--- config.mk ---
export PLATFORM = sky130hd
export DESIGN_NAME = div_unit_flat
export DESIGN_NICKNAME = d
export VERILOG_FILES = /design/src/rtl/div_if.sv /design/src/rtl/div_unit.sv /design/src/flat_wrapper.sv
export SDC_FILE = /design/constraint.sdc
export NUM_CORES = 1
export LEC_CHECK = 0
export ABC_AREA = 1
export CORE_UTILIZATION = 25
export CTS_CLUSTER_SIZE = 16
export DETAILED_ROUTE_END_ITERATION = 8
export PLACE_DENSITY = 0.5
export REMOVE_ABC_BUFFERS = 1
export SYNTH_ARGS = -nofsm -noshare
export SYNTH_HDL_FRONTEND = slang
export SYNTH_SLANG_ARGS = --single-unit
--- constraint.sdc ---
create_clock -name clk -period 5.8 [get_ports clk]
set_clock_uncertainty 0.2 [all_clocks]
set_input_delay 1.16 -clock clk [delete_from_list [all_inputs] [get_ports clk]]
set_output_delay 1.16 -clock clk [all_outputs]
set_load 0.05 [all_outputs]
--- src/rtl/div_if.sv ---
// Request/response bundle between the EX-stage issuer and the iterative divider.
// The master drives operands and consumes results; the slave is the divider itself.
interface div_if #(
  parameter int N = 32
);
  logic         in_valid;
  logic         in_ready;
  logic [N-1:0] src1;
  logic [N-1:0] src2;
  logic [1:0]   op;
  logic         out_valid;
  logic         out_ready;
  logic [N-1:0] res;
  logic         div_zero;

  modport master (
    output in_valid, src1, src2, op, out_ready,
    input  in_ready, out_valid, res, div_zero
  );

  modport slave (
    input  in_valid, src1, src2, op, out_ready,
    output in_ready, out_valid, res, div_zero
  );
endinterface

--- src/rtl/div_unit.sv ---
// Radix-2 restoring divider for RV32M DIV/DIVU/REM/REMU, one quotient bit per cycle.
// Operands are reduced to magnitudes at accept; signs are reapplied on the final iteration.
module div_unit #(
  parameter int N = 32
) (
  input  logic  clk,
  input  logic  rst_n,
  input  logic  flush,
  div_if.slave  bus
);

  localparam int             CW   = $clog2(N);
  localparam logic [CW-1:0]  LAST = CW'(N - 1);
  localparam logic [N-1:0]   ONES = {N{1'b1}};
  localparam logic [N-1:0]   ZERO = {N{1'b0}};
  localparam logic [N-1:0]   MIN  = {1'b1, {(N-1){1'b0}}};

  typedef enum logic [1:0] {
    IDLE = 2'd0,
    CALC = 2'd1,
    DONE = 2'd2
  } state_t;

  function automatic logic [N-1:0] neg_f(input logic [N-1:0] x);
    return ~x + {{(N-1){1'b0}}, 1'b1};
  endfunction

  function automatic logic [N-1:0] cond_neg_f(input logic [N-1:0] x, input logic neg);
    return neg ? neg_f(x) : x;
  endfunction

  state_t        state_r;
  logic [CW-1:0] cnt_r;
  logic [N-1:0]  dvd_r;
  logic [N-1:0]  dvs_r;
  logic [N-1:0]  rem_r;
  logic [N-1:0]  res_r;
  logic          sel_rem_r;
  logic          neg_q_r;
  logic          neg_r_r;
  logic          in_ready_r;
  logic          out_valid_r;
  logic          div_zero_r;

  logic          signed_s;
  logic [N-1:0]  abs1_s;
  logic [N-1:0]  abs2_s;
  logic          zero_s;
  logic          ovf_s;
  logic [N:0]    trial_s;
  logic [N-1:0]  next_rem_s;
  logic [N-1:0]  next_quo_s;

  assign signed_s = ~bus.op[0];
  assign abs1_s   = cond_neg_f(bus.src1, signed_s & bus.src1[N-1]);
  assign abs2_s   = cond_neg_f(bus.src2, signed_s & bus.src2[N-1]);
  assign zero_s   = (bus.src2 == ZERO);
  assign ovf_s    = signed_s & (bus.src1 == MIN) & (bus.src2 == ONES);

  // The quotient shifts into the dividend register as the dividend bits shift out.
  assign trial_s    = {rem_r, dvd_r[N-1]} - {1'b0, dvs_r};
  assign next_rem_s = trial_s[N] ? {rem_r[N-2:0], dvd_r[N-1]} : trial_s[N-1:0];
  assign next_quo_s = {dvd_r[N-2:0], ~trial_s[N]};

  assign bus.in_ready  = in_ready_r;
  assign bus.out_valid = out_valid_r;
  assign bus.res       = res_r;
  assign bus.div_zero  = div_zero_r;

  // Control FSM with datapath registers and registered handshake outputs.
  always_ff @(posedge clk) begin
    if (!rst_n) begin
      state_r     <= IDLE;
      cnt_r       <= {CW{1'b0}};
      dvd_r       <= ZERO;
      dvs_r       <= ZERO;
      rem_r       <= ZERO;
      res_r       <= ZERO;
      sel_rem_r   <= 1'b0;
      neg_q_r     <= 1'b0;
      neg_r_r     <= 1'b0;
      in_ready_r  <= 1'b1;
      out_valid_r <= 1'b0;
      div_zero_r  <= 1'b0;
    end else if (flush) begin
      state_r     <= IDLE;
      cnt_r       <= {CW{1'b0}};
      in_ready_r  <= 1'b1;
      out_valid_r <= 1'b0;
    end else begin
      case (state_r)
        IDLE: begin
          if (bus.in_valid) begin
            sel_rem_r  <= bus.op[1];
            neg_q_r    <= signed_s & (bus.src1[N-1] ^ bus.src2[N-1]);
            neg_r_r    <= signed_s & bus.src1[N-1];
            dvd_r      <= abs1_s;
            dvs_r      <= abs2_s;
            rem_r      <= ZERO;
            cnt_r      <= {CW{1'b0}};
            in_ready_r <= 1'b0;
            if (zero_s) begin
              res_r       <= bus.op[1] ? bus.src1 : ONES;
              div_zero_r  <= 1'b1;
              out_valid_r <= 1'b1;
              state_r     <= DONE;
            end else if (ovf_s) begin
              res_r       <= bus.op[1] ? ZERO : bus.src1;
              div_zero_r  <= 1'b0;
              out_valid_r <= 1'b1;
              state_r     <= DONE;
            end else begin
              state_r <= CALC;
            end
          end else begin
            state_r <= IDLE;
          end
        end
        CALC: begin
          if (cnt_r == LAST) begin
            res_r       <= sel_rem_r ? cond_neg_f(next_rem_s, neg_r_r)
                                     : cond_neg_f(next_quo_s, neg_q_r);
            div_zero_r  <= 1'b0;
            out_valid_r <= 1'b1;
            state_r     <= DONE;
          end else begin
            rem_r <= next_rem_s;
            dvd_r <= next_quo_s;
            cnt_r <= cnt_r + {{(CW-1){1'b0}}, 1'b1};
          end
        end
        DONE: begin
          if (bus.out_ready) begin
            out_valid_r <= 1'b0;
            in_ready_r  <= 1'b1;
            state_r     <= IDLE;
          end else begin
            state_r <= DONE;
          end
        end
        default: begin
          state_r     <= IDLE;
          in_ready_r  <= 1'b1;
          out_valid_r <= 1'b0;
        end
      endcase
    end
  end

endmodule

--- src/flat_wrapper.sv ---
// flat-port wrapper written by rule: the top's interface ports become plain ports
module div_unit_flat 
#(
  parameter int N = 32
)
  (clk, rst_n, flush, bus_in_valid, bus_src1, bus_src2, bus_op, bus_out_ready, bus_in_ready, bus_out_valid, bus_res, bus_div_zero);
  div_if #(.N(N)) bus_i ();
  input  logic clk;
  input  logic rst_n;
  input  logic flush;
  input wire logic [$bits(bus_i.in_valid)-1:0] bus_in_valid;
  input wire logic [$bits(bus_i.src1)-1:0] bus_src1;
  input wire logic [$bits(bus_i.src2)-1:0] bus_src2;
  input wire logic [$bits(bus_i.op)-1:0] bus_op;
  input wire logic [$bits(bus_i.out_ready)-1:0] bus_out_ready;
  output wire logic [$bits(bus_i.in_ready)-1:0] bus_in_ready;
  output wire logic [$bits(bus_i.out_valid)-1:0] bus_out_valid;
  output wire logic [$bits(bus_i.res)-1:0] bus_res;
  output wire logic [$bits(bus_i.div_zero)-1:0] bus_div_zero;
  assign bus_i.in_valid = bus_in_valid;
  assign bus_i.src1 = bus_src1;
  assign bus_i.src2 = bus_src2;
  assign bus_i.op = bus_op;
  assign bus_i.out_ready = bus_out_ready;
  assign bus_in_ready = bus_i.in_ready;
  assign bus_out_valid = bus_i.out_valid;
  assign bus_res = bus_i.res;
  assign bus_div_zero = bus_i.div_zero;
  div_unit #(.N(N)) u_core (.clk(clk), .rst_n(rst_n), .flush(flush), .bus(bus_i));
endmodule
Word-level counts from Yosys, hierarchy flattened
Index checks and enable logic that the tools add are counted.

Output and inout bits: 35. Register bits after elaboration: 141. Word-level logic and storage cells: 95.

Reduce and logical (&&, ||, !) cells: 10. Equality and inequality tests: 10. Add/subtract/negate cells: 6. Bitwise operators: 15. Mux-type cells: 42.

Operator list (number): 32-bit 2-to-1 mux (16); 32-bit case mux with 2 select lines (3); 32-bit by 1-bit adder with 32-bit output, second input constant (4); 32-bit inverter (4); 32-bit == test, second input constant (2); 33-bit by 32-bit subtractor with 33-bit output (1); 32-bit zero test (1); 1-bit 2-to-1 mux (11); 2-bit 2-to-1 mux (5); 5-bit 2-to-1 mux (2); 5-bit case mux with 2 select lines (1); 3-bit AND reduction (3); 4-bit AND reduction (2); 2-bit != test, second input constant (3); 1-bit case mux with 3 select lines (2); 2-bit case mux with 3 select lines (1); 5-bit by 1-bit adder with 5-bit output, second input constant (1); 1-bit bitwise AND (5); 5-bit == test, second input constant (1); 1-bit inverter (5); 5-bit AND reduction (1); 3-bit by 1-bit != test with 1-bit output, second input constant (1); 2-bit by 1-bit == test with 1-bit output, second input constant (1); 2-bit == test, second input constant (1); other kinds (6) (6).

Depth between registers and ports, before layout
Depth in word-level cells: 8. Depth in mapped cells: 35. Depth with buffers taken out: 33.

Least setup slack after synthesis
No wires, ideal clock.

Kind: register to register. Start: register u_core.dvd_r[31]. End: register u_core.res_r[30] (netlist: u_core.bus.res[30]). Cell stages (with the launch flop): 35. Slack: 1625 ps. Required time: 5467 ps. Path buffers: 2. Arrival: 3841 ps. Setup time: 133 ps. Cells stage by stage: dfxtp_1 > inv_1 > ha_1 > fa_1 > inv_1 > nand2_1 > nand2_1 > nand3_1 > nand2_2 > nand2_2 > nand2_2 > nand2_4 > nand2_2 > nand2_2 > nand2_4 > buf_6 > buf_6 > ha_1 > inv_1 > nor3_1 > inv_1 > nor2_1 > nand2_1 > nor3_1 > nand2_1 > nor2_1 > nand3_1 > nor2_1 > nor2_1 > a21oi_1 > nand2_1 > a21oi_1 > nand2_1 > nand2_1 > a21oi_2.

Longest elaborated chain between the ends: 8. Elaborated cells between the ends (all ways): 12. Classes of those cells: 3 x add/sub; 6 x mux; 3 x bitwise.

Ends and longest elaborated chain: from (decl) (line div_unit.sv:34) `logic [N-1:0] dvd_r;`; from (signal assigned) (line div_unit.sv:97) `dvd_r <= abs1_s;`; from (signal assigned) (line div_unit.sv:128) `dvd_r <= next_quo_s;`; 33-bit by 32-bit subtractor with 33-bit output (line div_unit.sv:61) `assign trial_s = {rem_r, dvd_r[N-1]} - {1'b0, dvs_r};`; 32-bit 2-to-1 mux or 1-bit inverter (tied branches) (line div_unit.sv:62, div_unit.sv:63); 32-bit inverter (line div_unit.sv:25) `return ~x + {{(N-1){1'b0}}, 1'b1};`; 32-bit by 1-bit adder with 32-bit output (line div_unit.sv:25); 32-bit 2-to-1 mux (line div_unit.sv:29) `return neg ? neg_f(x) : x;`; 32-bit 2-to-1 mux (*) (line div_unit.sv:121) `res_r <= sel_rem_r ? cond_neg_f(next_rem_s, neg_r_r)`; 32-bit 2-to-1 mux (*) (line div_unit.sv:120) `if (cnt_r == LAST) begin`; 32-bit case mux with 2 select lines (*) (line div_unit.sv:91) `case (state_r)`; to (signal assigned) (line div_unit.sv:103) `res_r <= bus.op[1] ? bus.src1 : ONES;`; to (signal assigned) (line div_unit.sv:108) `res_r <= bus.op[1] ? ZERO : bus.src1;`; to (signal assigned) (line div_unit.sv:121); to (decl) (line div_unit.sv:37) `logic [N-1:0] res_r;`.

Every way passes the cells marked *; elsewhere a longest branch is shown, timed or not. The select of a mux whose other input is x is not followed. A chain may end at the register's enable or synchronous reset.

Final worst setup path
Start: input port bus_src2[0]. End: register u_core.res_r[8] (netlist: u_core.bus.res[8]).

Longest elaborated chain between the ends: 4. Elaborated cells between the ends (all ways): 8. Classes of those cells: 2 x eq/ne; 3 x mux; 1 x bitwise; 2 x reduce/logical.

Ends and longest elaborated chain: from (decl) (line flat_wrapper.sv:13) `input wire logic [$bits(bus_i.src2)-1:0] bus_src2;`; 32-bit == test or 32-bit zero test (tied branches) (line div_unit.sv:58, div_unit.sv:57); 1-bit bitwise AND or 32-bit 2-to-1 mux (tied branches) (line div_unit.sv:58, div_unit.sv:102); 3-bit by 1-bit != test with 1-bit output (no source line) or 32-bit 2-to-1 mux (tied branches); 5-bit AND reduction (no source line) or 32-bit case mux with 2 select lines (tied branches).

Several ways; a longest one is shown, not always the timed one. The select of a mux whose other input is x is not followed.

==> impl_metrics.json <==
{
  "status": "complete, but fails checks",
  "failed_checks": "DRC",
  "number_of_diodes_added_for_antenna_fixing": 0,
  "cts_root_buf": "clkbuf_16",
  "insertion_delay_ps": 490,
  "first_element_of_the_critical_path": "bus_src2[0]",
  "clkSinkCount": 141,
  "largest_net_degree_at_the_start_of_global_routing": 50,
  "timing.critical_path.arrival_ps": 4970,
  "vdd_ir_drop_max_mv": 0.239,
  "postLayoutCoreUtil_pct": 29.8,
  "report.final.slew_viol_count": 0,
  "cp_capture_point": "u_core.bus.res[8]",
  "critical_path_peak_fanout": 21,
  "rsz0062_at_grt": "false",
  "netSwitchingPower_mw": 1.12,
  "detail-route-antenna-nets": 0,
  "flow.area_growth_from_synthesis_pct": 17.4,
  "cts.htree.levels": 4,
  "layout_worst_path_cycle_share_pct": 82.3,
  "preCtsSetupSlack_ps": 533,
  "grt.overflow.total": 0,
  "worst_path_max_delay_cell": "nor2_1",
  "highest_routed_layer": "met4",
  "synth-seq-area-share_pct": 21.1,
  "core_region_area_sq_mm": 0.0528,
  "mappedNetlistArea_sq_mm": 0.0134,
  "clkSlewWorstSetupHoldPaths_ps": 70,
  "setup.worst_path.class": "in2reg",
  "detailed_router_iteration_count_before_antenna_repair": 8,
  "max-cap-violations": 0,
  "detailed_place_hpwl_mm": 38.0,
  "clock_power_share_pct": 40.8,
  "synthDominantAreaCellType": "nand2_1",
  "finalSetupViolations": 0,
  "synth_async_sr_flop_share_pct": 0,
  "layout.nets": 2552,
  "via_count_of_the_first_global_routing_pass": 14024,
  "path_type_of_the_worst_min_delay_path": "reg2reg",
  "pwr-share-seq_pct": 32.3,
  "synth_most_common_cell": "nand2_1",
  "crit_path_max_incr_delay_ps": 560,
  "placed_area_sq_mm": 0.0151,
  "crit_path_frequent_cell": "inv_1",
  "ys.flop_type": "dfxtp_1",
  "initial_utilization_pct": 25.4,
  "place.detailed.instances": 3110,
  "power-per-cell-area_mw_per_mm2": 206,
  "via_count": 14993,
  "critical_path.reg2reg.startpoint": "u_core.dvd_r[31]",
  "post-cts-setup-buffer-count": 0,
  "post_drt_wl_per_cell_um": 15.7,
  "critical_path.cell_chain": "clkdlybuf4s50_1 > inv_1 > ha_1 > inv_1 > nor3_1 > nand2_1 > nor3_2 > nand3_1 > inv_1 > nand3_1 > nor2_1 > inv_1 > nor2_1 > inv_1 > buf_4 > o21ai_0 > o21ai_0 > a21oi_1 > nand2_1 > a21oi_1",
  "maxClockFrequency_ghz": 0.210,
  "met2RoutedLength_mm": 22.6,
  "post_synth.cell_area_avg_sq_um": 5.61,
  "tritoncts": "done",
  "ctsResizeCount": 0,
  "post_synth_most_frequent_cells": "nand2_1 (762), inv_1 (341), a21oi_1 (209), nor2_1 (203), o21ai_0 (153)",
  "timing.reg2reg.worst_path_depth": 33,
  "yosys.cell_types.count": 50,
  "wl_met1_mm": 22.7,
  "worst-slew-pin-transition_ps": 1180,
  "yosysWarningCount": 0,
  "wl_met3_mm": 2.60,
  "gp_routability_congestion": 0.938,
  "cts_made_buffers": 17,
  "final.setup.worst_slack_ps": 1030,
  "via_per_inst": 4.77,
  "layout.cells.non_filler": 3142,
  "global_route_wire_length_before_repair_mm": 77.9,
  "grt_use_total_pct": 18.5,
  "startpoint_type": "input port",
  "portBuffers": 105,
  "crit_path_end_kind": "flip-flop",
  "grt_antenna_before_repair": 0,
  "post_cts_hold_buffer_count": 0,
  "hold_viol_final": 0,
  "route.detailed.drc": 10,
  "reg2reg_to": "u_core.bus.res[30]",
  "worst_hold_slack_ps": 268,
  "switching_share_pct": 34.8,
  "syn_inst": 2390,
  "finalInstanceArea_sq_mm": 0.0157,
  "post_synth_main_area_contributors": "nand2_1 (21%), dfxtp_1 (21%), inv_1 (9.6%)",
  "ctsLongestPathBuffers": 2,
  "rows": 84,
  "yosys_register_bits": 141,
  "filler_cell_count": 5930,
  "number_of_enable_type_register_cells_in_the_synthesized_netlist": 0,
  "route.final.wire_length_mm": 49.3,
  "fp.dieH_um": 233,
  "power.share.combinational_pct": 27.0,
  "drive_above_1_share_pct": 6.07,
  "synthDominantCellAreaShare_pct": 21.4,
  "setup.reg_to_reg.worst_slack_ps": 1030,
  "design.die.area_sq_mm": 0.0545,
  "timing.final.crit_period_ps": 4770,
  "static_leak_nw": 7.58,
  "cell_internal_pwr_mw": 2.11,
  "ios": 106,
  "drt_first_iter_violations": 1147,
  "slew-limit-headroom_pct": 21.1,
  "required_ps": 6000,
  "floorplan.die.width_um": 233
}
kinds of logic (layout without fill, tap and decap cells):
family	Yosys count	after routing	share of synthesized area (%)
XOR/XNOR	53	53	3.46
buffers and inverters	448	512	13.2
AND/OR/NAND/NOR	1257	1257	40.0
flip-flops	141	141	21.1
adder cells (fa/ha/maj)	41	41	3.87
AO/OA/AOI/OAI	450	450	18.5
layout make-up:
cell class | instances | area [sq um] | area share (%)
Multi-Input combinational cell | 1801 | 8820 | 56.1
Sequential cell | 141 | 2820 | 17.9
Inverter | 352 | 1320 | 8.41
Timing Repair Buffer | 128 | 1220 | 7.78
Tap cell | 688 | 861 | 5.47
Clock buffer | 19 | 443 | 2.82
Clock inverter | 13 | 236 | 1.50
through the flow:
step / total power, mW / TNS, ps
final: 3.24 / 0
after global routing: 3.43 / 0
after CTS: 3.27 / 0
after detailed placement: 1.93 / 0
after global placement: 1.93 / 0
after floorplan: 1.63 / -84230
placed cells by master (no fill, tap or decap), types with 2 or more instances in the layout:
master	Yosys	final
xnor2_1	17	17
inv_6	0	2
o21ai_1	12	12
clkinv_4	0	3
o21ai_0	153	153
clkdlybuf4s50_1	0	105
ha_1	39	39
o21a_1	2	2
a211oi_1	2	2
nor3_1	43	43
nand2_4	13	13
nor2_2	10	14
buf_4	3	23
nand4_1	26	26
o21bai_1	3	3
o221ai_1	18	18
a311oi_1	2	2
o211ai_1	22	22
a21oi_2	12	12
nand3b_1	8	8
xor2_1	36	36
dfxtp_1	141	141
bufinv_16	0	6
a31oi_1	9	9
a21oi_1	209	209
clkinv_1	5	3
o31ai_1	2	2
nand2_1	762	762
nand2_2	29	29
nor4_1	11	11
nor2_4	4	4
nand3_2	5	5
and2_1	3	3
nand3_1	128	128
inv_1	341	340
or2_2	8	8
clkinv_2	0	2
clkbuf_16	0	17
nor2_1	203	199
inv_2	6	8
power by group through the flow:
| stage | Combinational, mW | Clock (mW) | Sequential [mW] |
|---|---|---|---|
| finish | 0.873 | 1.32 | 1.04 |
| global route | 0.982 | 1.40 | 1.05 |
| CTS | 0.871 | 1.35 | 1.04 |
| detailed placement | 0.867 | 0 | 1.06 |
| global placement | 0.863 | 0 | 1.07 |
| floorplan | 0.548 | 0 | 1.08 |
how the worst min path moves through the flow:
stage               slack [ps]  depth (start not counted)               start                  to
finish                     270                          2  u_core.bus.res[20]  u_core.bus.res[20]
global route               300                          2  u_core.bus.res[25]  u_core.bus.res[25]
CTS                        280                          2  u_core.bus.res[20]  u_core.bus.res[20]
detailed placement         270                          2  u_core.bus.res[23]  u_core.bus.res[23]
global placement           260                          2  u_core.bus.res[15]  u_core.bus.res[15]
floorplan                  250                          2    u_core.dvd_r[19]    u_core.dvd_r[19]
flip-flops by register name, summed over array words and instances, names as in the netlist:
register and count:
u_core.bus.div_zero 1, u_core.bus.in_ready 1, u_core.bus.out_valid 1, u_core.bus.res 32, u_core.cnt_r 5, u_core.dvd_r 32
u_core.dvs_r 32, u_core.neg_q_r 1, u_core.neg_r_r 1, u_core.rem_r 32, u_core.sel_rem_r 1, u_core.state_r 2
critical path, delay by kind of cell:
kind                     cells  cell delay [ps]
AO/OA/AOI/OAI                4              500
adder cells (fa/ha/maj)      1              150
buffers and inverters        7             1440
AND/OR/NAND/NOR              8             1710
layer usage:
metal / track usage [%] / vias up
met2: 30.4 / 373
li1: - / 7737
met3: 3.60 / 61
met1: 23.6 / 6822
met4: 7.08 / 0
met5: 0 / -
Note: power is estimated with default switching activity, not from simulation.
